**config.mk**
```make
export PLATFORM = sky130hd
export DESIGN_NAME = hub75_scan_driver
export DESIGN_NICKNAME = d
export VERILOG_FILES = /design/src/rtl/led_panel_pkg.sv /design/src/rtl/hub75_scan_driver_bcm_plane_timer.sv /design/src/rtl/hub75_scan_driver.sv
export SDC_FILE = /design/constraint.sdc
export NUM_CORES = 1
export LEC_CHECK = 0
export ABC_AREA = 1
export BUFFER_PORTS_ARGS = -buffer_cell sky130_fd_sc_hd__buf_4
export CORE_UTILIZATION = 60
export DETAILED_ROUTE_END_ITERATION = 7
export GPL_ROUTABILITY_DRIVEN = 0
export GPL_TIMING_DRIVEN = 1
export PLACE_DENSITY_LB_ADDON = 0.3
export SYNTH_ARGS = -nofsm -noshare
export SYNTH_HDL_FRONTEND = slang
export SYNTH_SLANG_ARGS = --single-unit
```
**constraint.sdc**
```tcl
create_clock -name clk -period 4.5 [get_ports clk]
set_input_delay 0.225 -clock clk [delete_from_list [all_inputs] [get_ports clk]]
set_output_delay 0.225 -clock clk [all_outputs]
set_load 0.02 [all_outputs]
```
**src/rtl/led_panel_pkg.sv**
```systemverilog
// Shared definitions for the LED panel path: panel geometry, pixel address
// layout, scan state encoding, colour constants and a bit-plane helper.
package led_panel_pkg;

   localparam int PANEL_COLS = 64;
   localparam int PANEL_ROWS = 32;
   localparam int SCAN_ROWS  = 16;

   // pixel_addr = {row[ROW_W-1:0], col[COL_W-1:0]}
   localparam int ROW_W  = 5;
   localparam int COL_W  = 6;
   localparam int ADDR_W = ROW_W + COL_W;
   localparam int PIX_W  = 24;

   typedef enum logic [1:0] {
      SCAN_SHIFT   = 2'd0,
      SCAN_BLANK   = 2'd1,
      SCAN_LATCH   = 2'd2,
      SCAN_DISPLAY = 2'd3
   } scan_state_e;

   localparam logic [PIX_W-1:0] RED   = 24'hFF0000;
   localparam logic [PIX_W-1:0] BLUE  = 24'h0000FF;
   localparam logic [PIX_W-1:0] BLACK = 24'h000000;

   // Pick one bit of each colour channel, returned as {R, G, B}.
   function automatic logic [2:0] plane_bits(input logic [PIX_W-1:0] pix,
                                             input logic [2:0]       idx);
      logic [7:0] red_ch;
      logic [7:0] grn_ch;
      logic [7:0] blu_ch;
      red_ch = pix[23:16];
      grn_ch = pix[15:8];
      blu_ch = pix[7:0];
      plane_bits = {red_ch[idx], grn_ch[idx], blu_ch[idx]};
   endfunction

endpackage

```
**src/rtl/hub75_scan_driver_bcm_plane_timer.sv**
```systemverilog
// Down-counter that times the OE-low window of one bit plane. Loading with
// plane p starts a window of BASE_ON<<p cycles; done marks its last cycle.
module bcm_plane_timer #(
   parameter int BASE_ON = 8,
   parameter int PLANE_W = 2,
   parameter int CNT_W   = 6
) (
   input  logic               clk,
   input  logic               rst,
   input  logic               load,
   input  logic [PLANE_W-1:0] plane,
   output logic               done
);

   logic [CNT_W-1:0] cnt_r;

   // Load the plane duration, then count down to zero and park there.
   always_ff @(posedge clk) begin
      if (rst) begin
         cnt_r <= '0;
      end else if (load) begin
         cnt_r <= CNT_W'(BASE_ON) << plane;
      end else if (cnt_r != '0) begin
         cnt_r <= cnt_r - CNT_W'(1);
      end else begin
         cnt_r <= cnt_r;
      end
   end

   assign done = (cnt_r == CNT_W'(1));

endmodule

```
**src/rtl/hub75_scan_driver.sv**
```systemverilog
// HUB75 1/16-scan driver for a 64x32 panel. Each column fetches the upper and
// lower pixel from the generator, shifts one bit plane into the panel, then
// blanks, latches and shows the plane for a binary-weighted OE window.
module hub75_scan_driver #(
   parameter int BITS      = 3,
   parameter int BASE_ON   = 8,
   parameter int BLANK_CYC = 2
) (
   input  logic        clk,
   input  logic        rst,
   output logic [10:0] pixel_addr,
   input  logic [23:0] pixel_data,
   output logic        r1,
   output logic        g1,
   output logic        b1,
   output logic        r2,
   output logic        g2,
   output logic        b2,
   output logic [3:0]  row_addr,
   output logic        panel_clk,
   output logic        panel_lat,
   output logic        panel_oe_n,
   output logic        frame_start
);

   import led_panel_pkg::*;

   localparam int PLANE_W = (BITS > 1) ? $clog2(BITS) : 1;
   localparam int ON_MAX  = BASE_ON << (BITS - 1);
   localparam int CNT_W   = $clog2(ON_MAX + 1);
   localparam int BLK_W   = (BLANK_CYC > 1) ? $clog2(BLANK_CYC) : 1;

   localparam logic [PLANE_W-1:0] LAST_PLANE = PLANE_W'(BITS - 1);
   localparam logic [BLK_W-1:0]   LAST_BLK   = BLK_W'(BLANK_CYC - 1);
   localparam logic [COL_W-1:0]   LAST_COL   = COL_W'(PANEL_COLS - 1);
   localparam logic [2:0]         BIT_BASE   = 3'(8 - BITS);

   localparam logic [1:0] ST_SHIFT   = SCAN_SHIFT;
   localparam logic [1:0] ST_BLANK   = SCAN_BLANK;
   localparam logic [1:0] ST_LATCH   = SCAN_LATCH;
   localparam logic [1:0] ST_DISPLAY = SCAN_DISPLAY;

   logic [1:0]         state_r;
   logic [1:0]         phase_r;
   logic [COL_W-1:0]   col_r;
   logic [3:0]         row_r;
   logic [PLANE_W-1:0] plane_r;
   logic [BLK_W-1:0]   blank_cnt_r;
   logic               started_r;
   logic [23:0]        upper_r;

   logic [PLANE_W-1:0] next_plane_s;
   logic [3:0]         next_row_s;
   logic [2:0]         bit_idx_s;
   logic               timer_load_s;
   logic               timer_done_s;

   // Plane/row advance after a display window and the channel bit to shift.
   always_comb begin
      next_plane_s = '0;
      next_row_s   = row_r;
      bit_idx_s    = BIT_BASE + 3'(plane_r);
      timer_load_s = (state_r == ST_LATCH);
      if (plane_r == LAST_PLANE) begin
         next_plane_s = '0;
         next_row_s   = row_r + 4'd1;
      end else begin
         next_plane_s = plane_r + PLANE_W'(1);
         next_row_s   = row_r;
      end
   end

   bcm_plane_timer #(
      .BASE_ON (BASE_ON),
      .PLANE_W (PLANE_W),
      .CNT_W   (CNT_W)
   ) u_timer (
      .clk   (clk),
      .rst   (rst),
      .load  (timer_load_s),
      .plane (plane_r),
      .done  (timer_done_s)
   );

   // Scan sequencer: every output is registered and describes the cycle it
   // is visible in (pixel_addr in ph0/ph1, data pins from ph2, clock in ph3).
   always_ff @(posedge clk) begin
      if (rst) begin
         state_r     <= ST_SHIFT;
         phase_r     <= 2'd0;
         col_r       <= '0;
         row_r       <= 4'd0;
         plane_r     <= '0;
         blank_cnt_r <= '0;
         started_r   <= 1'b0;
         upper_r     <= 24'd0;
         pixel_addr  <= 11'd0;
         r1          <= 1'b0;
         g1          <= 1'b0;
         b1          <= 1'b0;
         r2          <= 1'b0;
         g2          <= 1'b0;
         b2          <= 1'b0;
         row_addr    <= 4'd0;
         panel_clk   <= 1'b0;
         panel_lat   <= 1'b0;
         panel_oe_n  <= 1'b1;
         frame_start <= 1'b0;
      end else begin
         frame_start <= 1'b0;
         if (!started_r) begin
            // First cycle out of reset announces the frame; pixel_addr
            // already points at row 0, col 0 upper.
            started_r   <= 1'b1;
            frame_start <= 1'b1;
         end else begin
            case (state_r)
               ST_SHIFT: begin
                  case (phase_r)
                     2'd0: begin
                        upper_r    <= pixel_data;
                        pixel_addr <= {1'b1, row_r, col_r};
                        phase_r    <= 2'd1;
                     end
                     2'd1: begin
                        {r1, g1, b1} <= plane_bits(upper_r, bit_idx_s);
                        {r2, g2, b2} <= plane_bits(pixel_data, bit_idx_s);
                        phase_r      <= 2'd2;
                     end
                     2'd2: begin
                        panel_clk <= 1'b1;
                        phase_r   <= 2'd3;
                     end
                     2'd3: begin
                        panel_clk <= 1'b0;
                        phase_r   <= 2'd0;
                        if (col_r == LAST_COL) begin
                           col_r       <= '0;
                           state_r     <= ST_BLANK;
                           row_addr    <= row_r;
                           blank_cnt_r <= '0;
                        end else begin
                           col_r      <= col_r + COL_W'(1);
                           pixel_addr <= {1'b0, row_r, col_r + COL_W'(1)};
                        end
                     end
                     default: begin
                        phase_r <= 2'd0;
                     end
                  endcase
               end
               ST_BLANK: begin
                  if (blank_cnt_r == LAST_BLK) begin
                     state_r   <= ST_LATCH;
                     panel_lat <= 1'b1;
                  end else begin
                     blank_cnt_r <= blank_cnt_r + BLK_W'(1);
                  end
               end
               ST_LATCH: begin
                  panel_lat  <= 1'b0;
                  panel_oe_n <= 1'b0;
                  state_r    <= ST_DISPLAY;
               end
               ST_DISPLAY: begin
                  if (timer_done_s) begin
                     panel_oe_n  <= 1'b1;
                     plane_r     <= next_plane_s;
                     row_r       <= next_row_s;
                     state_r     <= ST_SHIFT;
                     phase_r     <= 2'd0;
                     pixel_addr  <= {1'b0, next_row_s, 6'd0};
                     frame_start <= (next_row_s == 4'd0) && (next_plane_s == '0);
                  end else begin
                     panel_oe_n <= 1'b0;
                  end
               end
               default: begin
                  state_r    <= ST_SHIFT;
                  phase_r    <= 2'd0;
                  panel_clk  <= 1'b0;
                  panel_lat  <= 1'b0;
                  panel_oe_n <= 1'b1;
               end
            endcase
         end
      end
   end

endmodule

```
==> flow_metrics.tcl, run 1 <==
set metrics [dict create \
    dp_worst_setup_slack_ns 2.34 \
    final_area_sq_mm 0.00427 \
    cp_slowest_cell "ha_1" \
    worstPathMaxFanout 19 \
    swShare 0.305 \
    skew_ns 0.0123 \
    postCtsHoldBufs 0 \
    crit_path_end_kind "flip-flop" \
    n_antenna_cell 0 \
    synth_fp_nets 554 \
    layout_commonest_cell "dfxtp_1" \
    die_h_um 80.6 \
    p_leak_nw 1.74 \
    status "finished, final reports clean" \
    crit_buf_inv 2 \
    crit_arrival_ns 2.55 \
    grtUsageTotal 0.290 \
    wl_mm 8.92 \
    p_clk_frac 0.338 \
    startpoint_type "flip-flop" \
    antenna_left 0 \
    synthFlopType "dfxtp_1" \
    vdd_ir_drop_max_v 0.000295 \
    hpwl_mm 5.98 \
    syn_area_per_cell_sq_um 7.28 \
    die_x_um 80.6 \
    antenna_found_initial 0 \
    crit_family "adder cells" \
    initial_core_util 0.622 \
    cts_tree "built" \
    grt_max_degree 43 \
    critPathKind "reg -> reg" \
    grt_pass1_vias 3213 \
    cts_num_sinks 73 \
    via_per_inst 5.65 \
    r2r-start "plane_r[0]$_SDFFE_PP0P_" \
    hold_class "in -> reg" \
    yosysWarningCount 0 \
    htree_levels 3 \
    die_area_sq_mm 0.00649 \
    dr.pass1.iters 4 \
    drive_gt1_frac 0.155 \
    combPwrFrac 0.197 \
    power_switching_mw 0.478 \
    grt_pass1_wl_mm 14.5 \
    final_cell_mix "dfxtp_1 (73), nand2_1 (65), o21ai_0 (62), nor2_1 (61), a21oi_1 (60)" \
    clkTransAtPathRegs_ns 0.08 \
    rows 28 \
    min_period_ns 2.28 \
    clkLatencyLatePin_ns 0.35 \
    yosysSeqAreaShare 0.394 \
    synth.cell_area_sq_mm 0.00371 \
    drt_iter0_drc 313 \
    max_freq_mhz 439 \
    synth.distinct_cells 34 \
    p_seq_frac 0.465 \
    ys_ff_latch 73 \
    synth_edf_count 0 \
    hold_depth 3 \
    regToRegEndpoint "r2$_SDFFE_PP0P_" \
    syn_inst 509 \
    portBuffers 50 \
    fin_crit_sh 0.507 \
    cts_buffers 9 \
    clk_path_buf_depth 2 \
    crit_path_max_incr_delay_ns 0.78 \
    num_vias 3555 \
    post-cts-setup-buffer-count 0 \
    ctsResizeCount 0 \
    rrSetupSlack_ns 2.22 \
    rsz0062_at_grt "no" \
    max_cap_violations 0 \
    p_per_area_mw_per_mm2 367 \
    p_int_mw 1.09 \
    n_fill_cell 490 \
    worst_slack_ns 2.22 \
    worst_pin_slew_ns 1.15 \
    avgRoutedWirePerCell_um 14.2 \
    hold_violations 0 \
    hold_end "upper_r[2]$_SDFFE_PP0P_" \
    syn_to_final_growth_pct 15.1 \
    ys_async_sr_fraction 0 \
    min_from "pixel_data[2]" \
    setup_viol 0 \
    crit_required_ns 4.77 \
    ioPinCount 51 \
    cts-root-buf "clkbuf_8" \
    design.core.area_sq_mm 0.00596 \
    slew-limit-headroom 0.233 \
    placed_cell_area_sq_mm 0.00406 \
    rr_worst_depth 8 \
    fin_setup_tns_ns 0 \
    grt.overflow.total 0 \
    layout.nets 594 \
    drv_slew 0 \
    drc_errors 0 \
    path_cells "inv_1, ha_1, inv_1, nor2_1, o21ai_0, nand3_1, nand3_1, a21oi_1" \
]
==> kinds of logic (layout without fill, tap and decap cells) <==
family / count (synthesis) / count (layout) / share of synthesized area
flip-flops: 73 / 73 / 0.394
adder cells (fa/ha/maj): 19 / 19 / 0.0641
AND/OR/NAND/NOR: 192 / 192 / 0.234
AO/OA/AOI/OAI: 143 / 143 / 0.203
XOR/XNOR: 8 / 8 / 0.0189
buffers and inverters: 74 / 119 / 0.0854
==> routing by layer <==
metal,vias to the layer above,GRT usage,wire length [um]
met3,9,0.0659,572
li1,1768,-,-
met1,1640,0.372,4110
met5,-,0,0
met2,138,0.479,4150
met4,0,0.0875,88
==> sequential cells by signal (all words and copies together) (netlist names) <==
register	cells
upper_r	24
pixel_addr	11
col_r	6
u_timer.cnt_r	6
row_addr	4
row_r	4
phase_r	2
plane_r	2
state_r	2
b1	1
b2	1
blank_cnt_r	1
frame_start	1
g1	1
g2	1
panel_clk	1
panel_lat	1
panel_oe_n	1
r1	1
r2	1
started_r	1
==> cell usage after synthesis (all sizes together) (4+ instances only) <==
library cell	count	share of area
a21oi	61	0.083
buf	16	0.027
clkbuf	6	0.0061
dfxtp	73	0.39
ha	19	0.064
inv	52	0.053
nand2	70	0.076
nand3	47	0.070
nor2	65	0.071
nor3	6	0.011
o211ai	7	0.014
o21ai	66	0.089
o22ai	5	0.0084
xnor2	4	0.0095
xor2	4	0.0095
==> power groups by stage <==
stage / registers (mW) / logic, mW / clock network (mW)
after global routing: 0.733 / 0.342 / 0.564
after global placement: 0.740 / 0.291 / 0
after CTS: 0.727 / 0.310 / 0.535
after floorplan: 0.747 / 0.218 / 0
after detailed placement: 0.742 / 0.304 / 0
final: 0.728 / 0.309 / 0.530
==> cell type report <==
| type | count | area [sq um] | share of cell area |
|---|---|---|---|
| clock buffers | 10 | 138 | 0.0323 |
| clock inverters | 6 | 66.3 | 0.0155 |
| inverters | 52 | 195 | 0.0458 |
| multi-input cells | 362 | 1930 | 0.452 |
| flip-flops and latches | 73 | 1460 | 0.343 |
| well taps | 75 | 93.8 | 0.0220 |
| repair buffers | 51 | 383 | 0.0898 |
==> how the worst max path moves through the flow <==
stage,start,to,slack (ns),cells after the start
2_1_floorplan,plane_r[0]$_SDFFE_PP0P_,r1$_SDFFE_PP0P_,2.68,11
3_3_place_gp,plane_r[0]$_SDFFE_PP0P_,g2$_SDFFE_PP0P_,2.34,8
3_5_place_dp,plane_r[0]$_SDFFE_PP0P_,r2$_SDFFE_PP0P_,2.34,8
4_1_cts,plane_r[0]$_SDFFE_PP0P_,r2$_SDFFE_PP0P_,2.26,8
5_1_grt,plane_r[0]$_SDFFE_PP0P_,r2$_SDFFE_PP0P_,2.01,8
6_report,plane_r[0]$_SDFFE_PP0P_,r2$_SDFFE_PP0P_,2.22,8
==> through the flow <==
stage	util	total power, mW	std cells	hold slack [ns]
global route	0.716	1.64	629	0.154
finish	0.716	1.57	629	0.165
detailed placement	0.682	1.05	613	0.442
CTS	0.716	1.57	629	0.152
global placement	0.682	1.03	613	0.433
floorplan	-	0.966	509	0.389
==> tightest hold or removal path, delay by kind of cell <==
kind                   cells  cell delay [ns]
AOI/OAI and AO/OA          2             0.17
buffers and inverters      1             0.08
(Power assumes the default switching activity.)
==> run 2: changes to the inputs <==
Settings changed: CORE_UTILIZATION 60 to 57.
Clock period 4.5 ns to 2.2 ns, I/O delays scaled along.
==> run 2 against run 1 <==
Against the previous run: sequential power rose by 100%; via count fell by 1.8%; first-iteration DRC count fell by 8.6%; cell count rose by 1.1%; count of clock-buffer cells in the layout rose by 3; critical endpoint is now upper_r[0]$_SDFFE_PP0P_; highest routed layer unchanged.
==> flow_metrics.tcl, run 2 (synthesis results as in run 1) <==
set metrics [dict create \
    r2r-start "state_r[1]$_SDFFE_PP0P_" \
    cts_tree "built" \
    fin_setup_tns_ns 0 \
    die_area_sq_mm 0.00683 \
    syn_to_final_growth_pct 15.8 \
    initial_core_util 0.587 \
    skew_ns 0.00792 \
    regToRegEndpoint "upper_r[0]$_SDFFE_PP0P_" \
    n_antenna_cell 0 \
    placed_cell_area_sq_mm 0.00410 \
    fin_crit_sh 0.864 \
    status "finished, final reports clean" \
    p_per_area_mw_per_mm2 733 \
    p_int_mw 2.23 \
    antenna_found_initial 0 \
    min_from "pixel_data[19]" \
    drive_gt1_frac 0.157 \
    cp_slowest_cell "nand2_2" \
    cts_buffers 9 \
    cts_num_sinks 73 \
    top_regs "upper_r (24), pixel_addr (11)" \
    path_cells "inv_1, ha_1, nand2_1, inv_2, nand2_2, o21ai_0, a21oi_1" \
    clkLatencyLatePin_ns 0.34 \
    swShare 0.291 \
    postCtsHoldBufs 0 \
    crit_required_ns 2.41 \
    min_period_ns 1.90 \
    met1_usage 0.332 \
    critPathKind "reg -> reg" \
    layout.nets 599 \
    hold_violations 0 \
    clk_path_buf_depth 2 \
    wl_mm 8.44 \
    drt_iter0_drc 286 \
    num_vias 3492 \
    portBuffers 50 \
    grt_pass1_vias 3063 \
    design.core.area_sq_mm 0.00631 \
    clkTransAtPathRegs_ns 0.08 \
    drc_errors 0 \
    die_x_um 82.6 \
    dp_worst_setup_slack_ns 0.360 \
    avgRoutedWirePerCell_um 13.3 \
    grt.busiest_layer "met2" \
    setup_viol 0 \
    grt_util_met2 0.436 \
    p_leak_nw 1.76 \
    rr_worst_depth 7 \
    finalPower_mw 3.14 \
    htree_levels 3 \
    cts-root-buf "clkbuf_8" \
    grt.overflow.total 0 \
    p_clk_frac 0.329 \
    grt_max_degree 39 \
    slew-limit-headroom 0.583 \
    drv_slew 0 \
    crit_path_max_incr_delay_ns 0.38 \
    instances_no_fill 636 \
    combPwrFrac 0.198 \
    via_per_inst 5.49 \
    vdd_ir_drop_max_v 0.000458 \
    crit_family "simple AND/OR/NAND/NOR gates" \
    grt_pass1_wl_mm 13.6 \
    dr.pass1.iters 5 \
    hold_depth 3 \
    largest_register_ffs 24 \
    max_cap_violations 0 \
    final_area_sq_mm 0.00429 \
    p_seq_frac 0.473 \
    hold_class "in -> reg" \
    rrSetupSlack_ns 0.30 \
    final_util 0.680 \
    hpwl_mm 5.87 \
    n_fill_cell 533 \
    crit_arrival_ns 2.11 \
    antenna_left 0 \
    ioPinCount 51 \
    crit_buf_inv 2 \
    layout_commonest_cell "dfxtp_1" \
    crit_path_end_kind "flip-flop" \
    startpoint_type "flip-flop" \
    grtUsageTotal 0.263 \
    top_register "upper_r" \
    final_cell_mix "dfxtp_1 (73), nand2_1 (65), o21ai_0 (62), nor2_1 (61), a21oi_1 (60)" \
    worstPathMaxFanout 36 \
    max_freq_mhz 526 \
    place_inst 620 \
    rows 29 \
    rsz0062_at_grt "no" \
    ctsResizeCount 0 \
    hold_ws_ns 0.0518 \
    power_switching_mw 0.914 \
    die_h_um 82.6 \
    worst_slack_ns 0.298 \
    worst_pin_slew_ns 0.623 \
    grt.met3_usage 0.0637 \
    post-cts-setup-buffer-count 0 \
    hold_end "upper_r[19]$_SDFFE_PP0P_" \
]
[run 2: metal layers]
| metal | up-vias | wire length [um] | share of wire |
|---|---|---|---|
| li1 | 1776 | - | - |
| met1 | 1604 | 3840 | 0.46 |
| met2 | 102 | 3970 | 0.47 |
| met3 | 10 | 545 | 0.065 |
| met4 | 0 | 81 | 0.0096 |
| met5 | - | 0 | 0 |
[run 2: worst max path at each step]
stage	start	endpoint	slack (ns)	cells after the start
floorplan	plane_r[0]$_SDFFE_PP0P_	r1$_SDFFE_PP0P_	0.38	11
global placement	state_r[0]$_SDFFE_PP0P_	upper_r[22]$_SDFFE_PP0P_	0.45	7
detailed placement	state_r[0]$_SDFFE_PP0P_	upper_r[4]$_SDFFE_PP0P_	0.36	7
CTS	state_r[0]$_SDFFE_PP0P_	upper_r[0]$_SDFFE_PP0P_	0.34	7
global route	state_r[0]$_SDFFE_PP0P_	upper_r[16]$_SDFFE_PP0P_	0.11	7
finish	state_r[1]$_SDFFE_PP0P_	upper_r[0]$_SDFFE_PP0P_	0.30	7
[run 2: power groups by stage]
stage	registers (mW)	logic [mW]	clock network (mW)
floorplan	1.53	0.447	0
finish	1.49	0.624	1.03
CTS	1.49	0.621	1.06
global route	1.50	0.703	1.12
global placement	1.51	0.605	0
detailed placement	1.52	0.617	0
[run 2: area by class of cell]
class	instances	area (sq um)	share of cell area
multi-input cells	362	1930	0.449
flip-flops and latches	73	1460	0.341
repair buffers	56	420	0.0980
inverters	52	195	0.0455
clock buffers	13	149	0.0347
well taps	77	96.3	0.0225
clock inverters	3	40.0	0.00933
[run 2: worst min-delay path: cells and delay by family]
kind / cells / cell delay [ns]
and+or+nand+nor: 1 / 0.07
AOI/OAI and AO/OA: 1 / 0.06
buffers and inverters: 1 / 0.12
==> run 3: changes to the inputs <==
Clock period 2.2 ns to 1.8 ns, I/O delays scaled along.
==> run 3 against run 2 <==
Against the previous run: setup slack lost 0.14 ns; register-to-register slack got worse by 0.14 ns; clock power increased by 7%; combinational power rose by 25%; non-clock buffer count rose by 9; die area stayed put; critical path depth is 1 higher; cell count rose by 1.3%; sequential share of layout area down 0.61 points; global-route usage increased by 0.58 points; critical path type unchanged.
==> flow_metrics.tcl, run 3 (synthesis results as in run 1) <==
set metrics [dict create \
    vdd_ir_drop_max_v 0.000534 \
    crit_arrival_ns 1.91 \
    p_clk_frac 0.298 \
    seq_area_sq_mm 0.00146 \
    cts-root-buf "clkbuf_8" \
    multiInputGateArea_sq_mm 0.00194 \
    crit_path_end_kind "flip-flop" \
    clkLatencyLatePin_ns 0.35 \
    rsz0062_at_grt "no" \
    fin_setup_tns_ns 0 \
    die_area_sq_mm 0.00683 \
    crit_required_ns 2.08 \
    drc_errors 0 \
    cts_num_sinks 73 \
    portBuffers 50 \
    worst_pin_slew_ns 0.366 \
    grtUsageTotal 0.269 \
    p_leak_nw 1.80 \
    crit_start "state_r[0]$_SDFFE_PP0P_" \
    htree_levels 3 \
    grt_pass1_vias 3130 \
    post-cts-setup-buffer-count 0 \
    drive_gt1_frac 0.176 \
    die_x_um 82.6 \
    grt_pass1_wl_mm 13.9 \
    placed_cell_area_sq_mm 0.00419 \
    p_int_mw 2.59 \
    fin_crit_sh 0.910 \
    final_util 0.692 \
    power_switching_mw 1.11 \
    top_regs "upper_r (24), pixel_addr (11)" \
    final_cell_mix "dfxtp_1 (73), nand2_1 (65), buf_4 (63), o21ai_0 (62)" \
    num_vias 3567 \
    p_seq_frac 0.491 \
    ioPinCount 51 \
    initial_core_util 0.587 \
    final_area_sq_mm 0.00437 \
    min_from "pixel_data[5]" \
    grt.overflow.total 0 \
    cts_buffers 9 \
    wl_mm 8.77 \
    n_antenna_cell 0 \
    max_freq_mhz 610 \
    r2r-start "state_r[0]$_SDFFE_PP0P_" \
    antenna_found_initial 0 \
    combPwrFrac 0.211 \
    hold_class "in -> reg" \
    syn_to_final_growth_pct 17.9 \
    postCtsHoldBufs 0 \
    critPathKind "reg -> reg" \
    layout.nets 608 \
    hpwl_mm 6.20 \
    die_h_um 82.6 \
    worstPathMaxFanout 7 \
    worst_slack_ns 0.162 \
    dp_worst_setup_slack_ns 0.0127 \
    cp_slowest_cell "dfxtp_1" \
    hold_violations 0 \
    skew_ns 0.00881 \
    swShare 0.300 \
    drv_slew 0 \
    design.core.area_sq_mm 0.00631 \
    layout_commonest_cell "dfxtp_1" \
    via_per_inst 5.54 \
    clk_path_buf_depth 2 \
    rows 29 \
    cts_tree "built" \
    max_cap_violations 0 \
    p_per_area_mw_per_mm2 847 \
    top_register "upper_r" \
    setup_viol 0 \
    dr.pass1.iters 6 \
    n_fill_cell 543 \
    avgRoutedWirePerCell_um 13.6 \
    startpoint_type "flip-flop" \
    antenna_left 0 \
    drt_iter0_drc 286 \
    crit_path_max_incr_delay_ns 0.33 \
    status "finished, final reports clean" \
    largest_register_ffs 24 \
    min_period_ns 1.64 \
    clkTransAtPathRegs_ns 0.07 \
    slew-limit-headroom 0.756 \
    path_cells "inv_1, ha_2, nand2_1, inv_2, nand2_1, inv_1, nand3_1, a21oi_1" \
    grt_max_degree 39 \
]
run 3: power by group through the flow:
stage / clock network [mW] / logic, mW / registers, mW
after detailed placement: 0 / 0.774 / 1.85
after global routing: 1.19 / 0.872 / 1.83
after global placement: 0 / 0.753 / 1.85
after CTS: 1.12 / 0.776 / 1.82
after floorplan: 0 / 0.546 / 1.87
final: 1.10 / 0.780 / 1.82
run 3: metrics by stage:
stage | hold slack, ns | std cells | total power [mW]
detailed placement | 0.394 | 629 | 2.62
floorplan | 0.254 | 509 | 2.41
global placement | 0.381 | 629 | 2.60
global route | 0.0395 | 644 | 3.90
CTS | 0.0239 | 644 | 3.72
finish | 0.0270 | 644 | 3.70
run 3: timing repair:
| item | CTS | global route |
|---|---|---|
| gates resized for setup | 0 | 4 |
| endpoints found under the hold margin | 0 | 0 |
| setup endpoints to repair | 0 | 23 |
run 3: worst paths after layout:
kind              cells after the start                        to  slack (ns)
setup / recovery                      8           g1$_SDFFE_PP0P_        0.16
hold / removal                        3   upper_r[5]$_SDFFE_PP0P_        0.03
setup reg to reg                      8           g1$_SDFFE_PP0P_        0.16
hold reg to reg                       2  row_addr[1]$_SDFFE_PP0P_        0.44
run 3: layer usage:
layer | track usage | share of wire | up-vias
li1 | - | - | 1794
met1 | 0.335 | 0.44 | 1618
met2 | 0.452 | 0.48 | 136
met3 | 0.0473 | 0.064 | 19
met4 | 0.124 | 0.017 | 0
met5 | 0 | 0 | -
run 3: final cells by class:
type,count,area share
Clock buffer,12,0.0332
Clock inverter,3,0.00401
Inverter,52,0.0447
Multi-Input combinational cell,362,0.444
Sequential cell,73,0.334
Tap cell,77,0.0221
Timing Repair Buffer,65,0.117
run 3: critical path: cells and delay by family, from the launching register on:
kind	cells	cell delay [ns]
AO/OA/AOI/OAI	1	0.13
adder cells (fa/ha/maj)	1	0.26
flip-flops	1	0.33
AND/OR/NAND/NOR	3	0.35
buffers and inverters	3	0.48
